$ cat src/rtl/ram18k_fifo_pkg.sv
// rtl/ram18k_fifo_pkg.sv - shared sizes and pointer-to-RAM-address mapping for the RAM18K FIFO
package ram18k_fifo_pkg;

  localparam int FIFO_DEPTH   = 1024;
  localparam int PTR_W        = 11;
  localparam int DATA_W       = 18;
  localparam int RAM_ADDR_W   = 14;
  localparam int ADDR_LSB_PAD = 4;

  // The x18 aspect ratio of the RAM18K half addresses words on bit 4 and up.
  function automatic logic [RAM_ADDR_W-1:0] ptr_to_ram_addr(input logic [PTR_W-2:0] ram_idx);
    return {ram_idx, {ADDR_LSB_PAD{1'b0}}};
  endfunction

endpackage

$ cat src/rtl/ram18k_fifo_ptr.sv
// rtl/ram18k_fifo_ptr.sv - 11-bit wrapping FIFO pointer with increment, clear and RAM address
module ram18k_fifo_ptr
  import ram18k_fifo_pkg::*;
(
  input  logic                  clk,
  input  logic                  rst_n,
  input  logic                  clr,
  input  logic                  inc,
  output logic [RAM_ADDR_W-1:0] addr
);

  localparam logic [PTR_W-1:0] PTR_ONE = PTR_W'(1);

  logic [PTR_W-1:0] ptr_q;

  always_ff @(posedge clk or negedge rst_n) begin
    if (!rst_n) begin
      ptr_q <= '0;
    end else if (clr) begin
      ptr_q <= '0;
    end else if (inc) begin
      ptr_q <= ptr_q + PTR_ONE;
    end
  end

  assign addr = ptr_to_ram_addr(ptr_q[PTR_W-2:0]);

endmodule

$ cat src/rtl/ram18k_fifo_ctrl.sv
// rtl/ram18k_fifo_ctrl.sv - 1024x18 FIFO controller sequencing one half of a TDP_RAM18KX2
module ram18k_fifo_ctrl
  import ram18k_fifo_pkg::*;
#(
  parameter int ALMOST_FULL_OFFSET  = 16,
  parameter int ALMOST_EMPTY_OFFSET = 16
) (
  input  logic                  CLK,
  input  logic                  RESET_N,
  input  logic                  FLUSH,
  input  logic                  PUSH,
  input  logic [DATA_W-1:0]     WDATA,
  input  logic                  POP,
  output logic [DATA_W-1:0]     RDATA,
  output logic                  RVALID,
  output logic                  FULL,
  output logic                  ALMOST_FULL,
  output logic                  EMPTY,
  output logic                  ALMOST_EMPTY,
  output logic [PTR_W-1:0]      COUNT,
  output logic                  OVERFLOW,
  output logic                  UNDERFLOW,
  output logic                  RAM_WEN_A,
  output logic [1:0]            RAM_BE_A,
  output logic [RAM_ADDR_W-1:0] RAM_ADDR_A,
  output logic [DATA_W-1:0]     RAM_WDATA_A,
  output logic                  RAM_REN_B,
  output logic [RAM_ADDR_W-1:0] RAM_ADDR_B,
  input  logic [DATA_W-1:0]     RAM_RDATA_B
);

  localparam logic [PTR_W-1:0] CNT_ONE   = PTR_W'(1);
  localparam logic [PTR_W-1:0] DEPTH_CNT = PTR_W'(FIFO_DEPTH);
  localparam logic [PTR_W-1:0] AF_LEVEL  = PTR_W'(FIFO_DEPTH - ALMOST_FULL_OFFSET);
  localparam logic [PTR_W-1:0] AE_LEVEL  = PTR_W'(ALMOST_EMPTY_OFFSET);

  logic                  push_acc;
  logic                  pop_acc;
  logic [PTR_W-1:0]      count_q;
  logic [PTR_W-1:0]      count_nxt;
  logic                  full_q;
  logic                  afull_q;
  logic                  empty_q;
  logic                  aempty_q;
  logic                  ovf_q;
  logic                  unf_q;
  logic                  rvalid_q;
  logic [RAM_ADDR_W-1:0] waddr;
  logic [RAM_ADDR_W-1:0] raddr;

  // Flush masks both requests so the RAM is left untouched in the flush cycle.
  assign push_acc = PUSH & ~full_q & ~FLUSH;
  assign pop_acc  = POP & ~empty_q & ~FLUSH;

  always_comb begin
    count_nxt = count_q;
    if (FLUSH) begin
      count_nxt = '0;
    end else if (push_acc && !pop_acc) begin
      count_nxt = count_q + CNT_ONE;
    end else if (pop_acc && !push_acc) begin
      count_nxt = count_q - CNT_ONE;
    end
  end

  always_ff @(posedge CLK or negedge RESET_N) begin
    if (!RESET_N) begin
      count_q  <= '0;
      full_q   <= 1'b0;
      afull_q  <= 1'b0;
      empty_q  <= 1'b1;
      aempty_q <= 1'b1;
      ovf_q    <= 1'b0;
      unf_q    <= 1'b0;
      rvalid_q <= 1'b0;
    end else begin
      count_q  <= count_nxt;
      full_q   <= (count_nxt == DEPTH_CNT);
      afull_q  <= (count_nxt >= AF_LEVEL);
      empty_q  <= (count_nxt == '0);
      aempty_q <= (count_nxt <= AE_LEVEL);
      ovf_q    <= PUSH & full_q & ~FLUSH;
      unf_q    <= POP & empty_q & ~FLUSH;
      rvalid_q <= pop_acc;
    end
  end

  ram18k_fifo_ptr u_wptr (
    .clk   (CLK),
    .rst_n (RESET_N),
    .clr   (FLUSH),
    .inc   (push_acc),
    .addr  (waddr)
  );

  ram18k_fifo_ptr u_rptr (
    .clk   (CLK),
    .rst_n (RESET_N),
    .clr   (FLUSH),
    .inc   (pop_acc),
    .addr  (raddr)
  );

  assign RAM_WEN_A   = push_acc;
  assign RAM_BE_A    = {2{push_acc}};
  assign RAM_ADDR_A  = waddr;
  assign RAM_WDATA_A = WDATA;
  assign RAM_REN_B   = pop_acc;
  assign RAM_ADDR_B  = raddr;

  assign RVALID       = rvalid_q;
  assign RDATA        = rvalid_q ? RAM_RDATA_B : '0;
  assign COUNT        = count_q;
  assign FULL         = full_q;
  assign ALMOST_FULL  = afull_q;
  assign EMPTY        = empty_q;
  assign ALMOST_EMPTY = aempty_q;
  assign OVERFLOW     = ovf_q;
  assign UNDERFLOW    = unf_q;

endmodule

$ cat config.mk
export PLATFORM = sky130hd
export DESIGN_NAME = ram18k_fifo_ctrl
export DESIGN_NICKNAME = d
export VERILOG_FILES = /design/src/rtl/ram18k_fifo_pkg.sv /design/src/rtl/ram18k_fifo_ptr.sv /design/src/rtl/ram18k_fifo_ctrl.sv
export SDC_FILE = /design/constraint.sdc
export NUM_CORES = 1
export LEC_CHECK = 0
export CAP_MARGIN = 10
export CORE_MARGIN = 4
export CORE_UTILIZATION = 36
export DETAILED_ROUTE_END_ITERATION = 7
export PLACE_DENSITY = 0.83
export SLEW_MARGIN = 20
export SYNTH_ARGS = -nofsm -noshare
export SYNTH_HDL_FRONTEND = slang
export SYNTH_SLANG_ARGS = --single-unit
$ cat constraint.sdc
create_clock -name CLK -period 2.7 [get_ports CLK]
set_input_delay 0.405 -clock CLK [delete_from_list [all_inputs] [get_ports CLK]]
set_output_delay 0.405 -clock CLK [all_outputs]
set_load 0.02 [all_outputs]
# After elaboration in Yosys (flattened, before gate mapping)
# Index checks and enable logic that the tools add are counted.
[totals]
input_bits = 41
wordCells = 43
out_inout_bits = 86
reg_bits = 40
[op_classes]
magnitude_cmp = 2
muxes = 8
add_sub_neg = 4
reduce_logical = 7
n_bitwise = 11
eq_ne = 1
[ops]
columns = ["cell", "n"]
rows = [
  ["$mux 11", 7],
  ["$add 11x1->11 const B", 3],
  ["$mux 18", 1],
  ["$eq 11x11->1 const B", 1],
  ["$ge 11x10->1 const B", 1],
  ["$le 11x5->1 const B", 1],
  ["$logic_not 11->1", 1],
  ["$sub 11x1->11 const B", 1],
  ["$and 1x1->1", 8],
  ["$reduce_bool 2->1", 2],
  ["$not 1->1", 3],
  ["$logic_and 1x1->1", 2],
  ["$logic_not 1->1", 2],
]

# Depth between registers and ports, before layout
[depth]
ltp_word = 9
ltp_mapped = 8
ltp_nobuf = 8

# Cells and area by module
# From an unflattened synthesis, not the netlist that was laid out.
[hier_totals]
hier_cells = 290
area_unflattened_um2 = 2710.1
[modules_own_cells]
columns = ["mod", "area_per_inst_um2", "cells_each", "n_inst", "seq_area_each_um2"]
rows = [
  ["ram18k_fifo_ctrl", 1646.6, 184, 1, 452.9],
  ["ram18k_fifo_ptr", 531.8, 53, 2, 250.2],
]

# Worst setup path after synthesis
# OpenSTA, ideal clock, no wires.
[synth_path]
kind = "register to register"
start = "reg full_q (netlist: FULL)"
end = "reg full_q (netlist: FULL)"
setup_slack_ns = -0.087
synth_period_minus_slack_ns = 2.787
path_buffers = 0
stages_incl_launch_ff = 8
setup_ns = 0.088
t_required_ns = 2.612
t_arrival_ns = 2.698
path_cell_list = "dfrtp_1 -> nor3b_1 -> nand3_1 -> o22ai_2 -> xnor2_1 -> nand4_1 -> or4_4 -> nor3b_1"
[synth_between]
elab_chain_cells = 9
word_cells_on_any_way = 10
cone_classes = "eq/ne (1); mux (3); bitwise (3); reduce/logical (3)"
[synth_rtl]
columns = ["item", "line_no", "text"]
rows = [
  ["from (decl)", "ram18k_fifo_ctrl.sv:41", "logic full_q;"],
  ["from (signal assigned)", "ram18k_fifo_ctrl.sv:78", "full_q <= (count_nxt == DEPTH_CNT);"],
  ["$not 1->1 *", "ram18k_fifo_ctrl.sv:52", "assign push_acc = PUSH & ~full_q & ~FLUSH;"],
  ["$and 1x1->1 * (2 in a row)", "ram18k_fifo_ctrl.sv:52", ""],
  ["named net RAM_WEN_A", "ram18k_fifo_ctrl.sv:23", "output logic RAM_WEN_A,"],
  ["$logic_not 1->1", "ram18k_fifo_ctrl.sv:61", "end else if (pop_acc && !push_acc) begin"],
  ["$logic_and 1x1->1", "ram18k_fifo_ctrl.sv:61", ""],
  ["$mux 11", "ram18k_fifo_ctrl.sv:61", ""],
  ["$mux 11 *", "ram18k_fifo_ctrl.sv:59", "end else if (push_acc && !pop_acc) begin"],
  ["$mux 11 *", "ram18k_fifo_ctrl.sv:57", "if (FLUSH) begin"],
  ["$eq 11x11->1 *", "ram18k_fifo_ctrl.sv:78", ""],
]
# Mark *: on every way through the listed nets, which the timed path passes. The rest lies on a longest branch.
# A chain may end at the register's enable or synchronous reset.

# Final worst setup path
[layout_path]
start = "in FLUSH"
end = "reg full_q (netlist: FULL)"
[layout_between]
elab_chain_cells = 8
word_cells_on_any_way = 11
cone_classes = "eq/ne (1); mux (3); bitwise (3); reduce/logical (4)"
[layout_rtl]
columns = ["item", "line_no", "text"]
rows = [
  ["from (decl)", "ram18k_fifo_ctrl.sv:10", "input logic FLUSH,"],
  ["$not 1->1", "ram18k_fifo_ctrl.sv:52, ram18k_fifo_ctrl.sv:53", ""],
  ["$and 1x1->1", "ram18k_fifo_ctrl.sv:52", ""],
  ["$logic_not 1->1", "ram18k_fifo_ctrl.sv:61", ""],
  ["$logic_and 1x1->1", "ram18k_fifo_ctrl.sv:61", ""],
  ["$mux 11", "ram18k_fifo_ctrl.sv:61", ""],
  ["$mux 11", "ram18k_fifo_ctrl.sv:59", ""],
  ["$mux 11 *", "ram18k_fifo_ctrl.sv:57", ""],
  ["$eq 11x11->1 *", "ram18k_fifo_ctrl.sv:78", ""],
]
# Every way passes the cells marked *; elsewhere a longest branch is shown, timed or not.

==> flow_metrics.env <==
export IMPL_outcome="complete, no violations"
export IMPL_cap_violations=0
export IMPL_regArea_um2=955
export IMPL_core_um2=6350
export IMPL_die_h_um=89.0
export IMPL_fillers=569
export IMPL_critPathMaxFanout=15
export IMPL_grt_pass1_wl_um=8980
export IMPL_cp_cell_sequence="clkdlybuf4s50_1 -> buf_4 -> nor3b_2 -> nand3_2 -> o22ai_2 -> xnor2_1 -> nand4_1 -> or4_4 -> nor3b_2"
export IMPL_crit_required_ns=2.91
export IMPL_worstSetupStartpointType="input pin"
export IMPL_fmax_ghz=0.381
export IMPL_period_needed_ns=2.62
export IMPL_cts_sinks=38
export IMPL_drive_above_1_share_pct=17.9
export IMPL_routed_wl_met3_um=603
export IMPL_start_util_pct=37.2
export IMPL_final_cells=412
export IMPL_cts_setup_buffers=0
export IMPL_first_pass_iters=4
export IMPL_worstSetupPathDepth=9
export IMPL_ir_drop_mv=0.292
export IMPL_worstPathArrival_ns=2.83
export IMPL_fin_setup_tns_ns=0
export IMPL_cp_num_buf_inv=2
export IMPL_skew_ns=0.00355
export IMPL_reg2reg_slack_ns=0.13
export IMPL_h_tree_depth=2
export IMPL_routedWlPerCell_um=14.3
export IMPL_synth_area_per_cell_um2=9.56
export IMPL_grt_use_total_pct=14.2
export IMPL_grt_ovfl_total=0
export IMPL_critPathLaunch="FLUSH"
export IMPL_hold_viol=0
export IMPL_diodes=0
export IMPL_cp_common_cell="nor3b_2"
export IMPL_r2r_end="FULL"
export IMPL_relSlewSlack_pct=43.6
export IMPL_p_leak_nw=1.45
export IMPL_clockBufferDepth=2
export IMPL_wl_met1_um=2370
export IMPL_routed_via_density=4.90
export IMPL_cp_slowest_cell="or4_4"
export IMPL_rows=29
export IMPL_path_delay_family="simple AND/OR/NAND/NOR gates"
export IMPL_hpwl_um=4650
export IMPL_cts_tree="yes"
export IMPL_die_w_um=89.0
export IMPL_critPathKind="in2reg"
export IMPL_drv_slew=0
export IMPL_clock_latency_ns=0.28
export IMPL_grt_pass1_vias=1940
export IMPL_ff2ff_path_depth=7
export IMPL_timing_final_crit_share_pct=97.1
export IMPL_p_per_area_nw_per_um2=468
export IMPL_num_io_pins=127
export IMPL_first_iter_violations=144
export IMPL_worst_slew_pin_slew_ns=0.847
export IMPL_fp_dieArea_um2=7920
export IMPL_layout_nets=379
export IMPL_grt_start_max_net_pins=39
export IMPL_synth_cell_area_um2=2360
export IMPL_endpoint_kind="register"
export IMPL_setup_viol=0
export IMPL_top_layer="met4"
export IMPL_cts_resized=0
export IMPL_antenna_left=0
export IMPL_min_path_type="in2async"
export IMPL_yosysWarnings=0
export IMPL_clk_pin_slew_ns=0.08
export IMPL_totalWireLength_um=5890
export IMPL_wl_met2_um=2890
export IMPL_cts_buffers=5
export IMPL_antenna_found_initial=0
export IMPL_synth_ff_type="dfrtp_1"
export IMPL_ys_seq_elements=38
export IMPL_cts_root_buf="clkbuf_8"
export IMPL_synth_edf_count=0
export IMPL_area_growth_pct=41.8
export IMPL_synthArstFlopShare_pct=100
export IMPL_yosysSeqAreaShare_pct=40.4
export IMPL_crit_path_end="FULL"
export IMPL_dp_cells=404
export IMPL_synth_distinct_cells=51
export IMPL_rr_startpoint="COUNT[2]"
export IMPL_vias=2020
export IMPL_port_buffers=82
export IMPL_hold_buffers=0
export IMPL_gp_congestion=0.903
export IMPL_grt_setup_unrepaired="false"
export IMPL_syn_inst=247
export IMPL_max_stage_delay_ns=0.53
export IMPL_multi_input_area_um2=1160
export IMPL_drcViolationCount=0
## registers in the layout, summed over array words and instances, names as in the netlist
name,cells
ALMOST_EMPTY,1
ALMOST_FULL,1
COUNT,11
EMPTY,1
FULL,1
OVERFLOW,1
RVALID,1
UNDERFLOW,1
u_rptr.ptr_q,10
u_wptr.ptr_q,10
## layout by cell type, fill, tap and decap left out, types with 2 or more instances in the layout
cell type        count
nor3b_2              2
nor2_1              30
nand3_1              9
dfstp_2              2
dfrtp_1             35
and2_1              18
nand2b_1             3
ha_1                 4
nand4_1              7
and3_1               4
o2bb2ai_1            2
or4_4                2
buf_4               29
a21oi_1              7
nor3_1               4
nand2_1             14
clkbuf_8             6
and4_1               2
nor2b_1              2
o21ai_0              3
xor2_1              15
conb_1               8
inv_1                3
xnor2_1             12
or3_1                2
nand4b_1             2
clkdlybuf4s50_1     81
## per-stage QoR
step / power, W / area [um^2] / hold slack (ns) / setup slack [ns] / utilization, %
6_report: 0.00156 / 3350 / 0.230 / 0.0777 / 52.7
5_1_grt: 0.00165 / 3350 / 0.298 / 0.0134 / 52.7
4_1_cts: 0.00158 / 3340 / 0.270 / 0.0526 / 52.6
3_5_place_dp: 0.00117 / 3240 / 0.512 / -0.233 / 51.1
3_3_place_gp: 0.00116 / 3240 / 0.508 / -0.171 / 51.1
2_1_floorplan: 0.000978 / 2400 / 0.109 / 0.0115 / -
## metal layers
| metal | vias up | track usage [%] |
|---|---|---|
| li1 | 972 | - |
| met1 | 952 | 17.1 |
| met2 | 92 | 25.6 |
| met3 | 4 | 3.59 |
| met4 | 0 | 2.84 |
| met5 | - | 0 |
## final cells by class
cell class	count	area share (%)
Sequential cell	38	28.5
Clock inverter	2	0.374
Multi-Input combinational cell	175	34.5
Tap cell	77	2.88
Inverter	3	0.336
Clock buffer	6	2.47
Timing Repair Buffer	111	30.9
## worst min path at each step
stage | to | start
final | COUNT[3] | RESET_N
after global routing | u_rptr.ptr_q[4] | RESET_N
after CTS | u_rptr.ptr_q[4] | RESET_N
after detailed placement | UNDERFLOW | EMPTY
after global placement | UNDERFLOW | EMPTY
after floorplan | ALMOST_FULL | RESET_N
## logic make-up (layout without fill, tap and decap cells)
family                   Yosys count  count (layout)  synth area share [%]
AO/OA/AOI/OAI                     22              22                  7.10
adder cells (fa/ha/maj)            4               4                  2.12
flip-flops                        38              38                  40.4
buffers and inverters             41             122                  12.7
other                              1               8                 0.159
AND/OR/NAND/NOR                  113             113                  26.9
XOR/XNOR                          28              28                  10.7
## power by group
group	switching [W]	leakage (nW)	internal (W)
Clock	0.000196	0.0472	0.000205
Sequential	0.0000448	0.517	0.000609
Combinational	0.000251	0.886	0.000259
Total	0.000492	1.45	0.00107
## cell usage after synthesis, drive strengths merged (5+ instances only)
library cell | n | area, um^2
nand2 | 14 | 52.6
buf | 32 | 249
nand4 | 7 | 43.8
dfrtp | 36 | 901
and2 | 18 | 113
and3 | 5 | 36.3
a21oi | 7 | 35.0
nand3 | 10 | 50.1
xor2 | 15 | 131
xnor2 | 13 | 121
nor3 | 5 | 30.0
nor2 | 31 | 119
clkbuf | 5 | 28.8
Note: power is estimated with default switching activity, not from simulation.
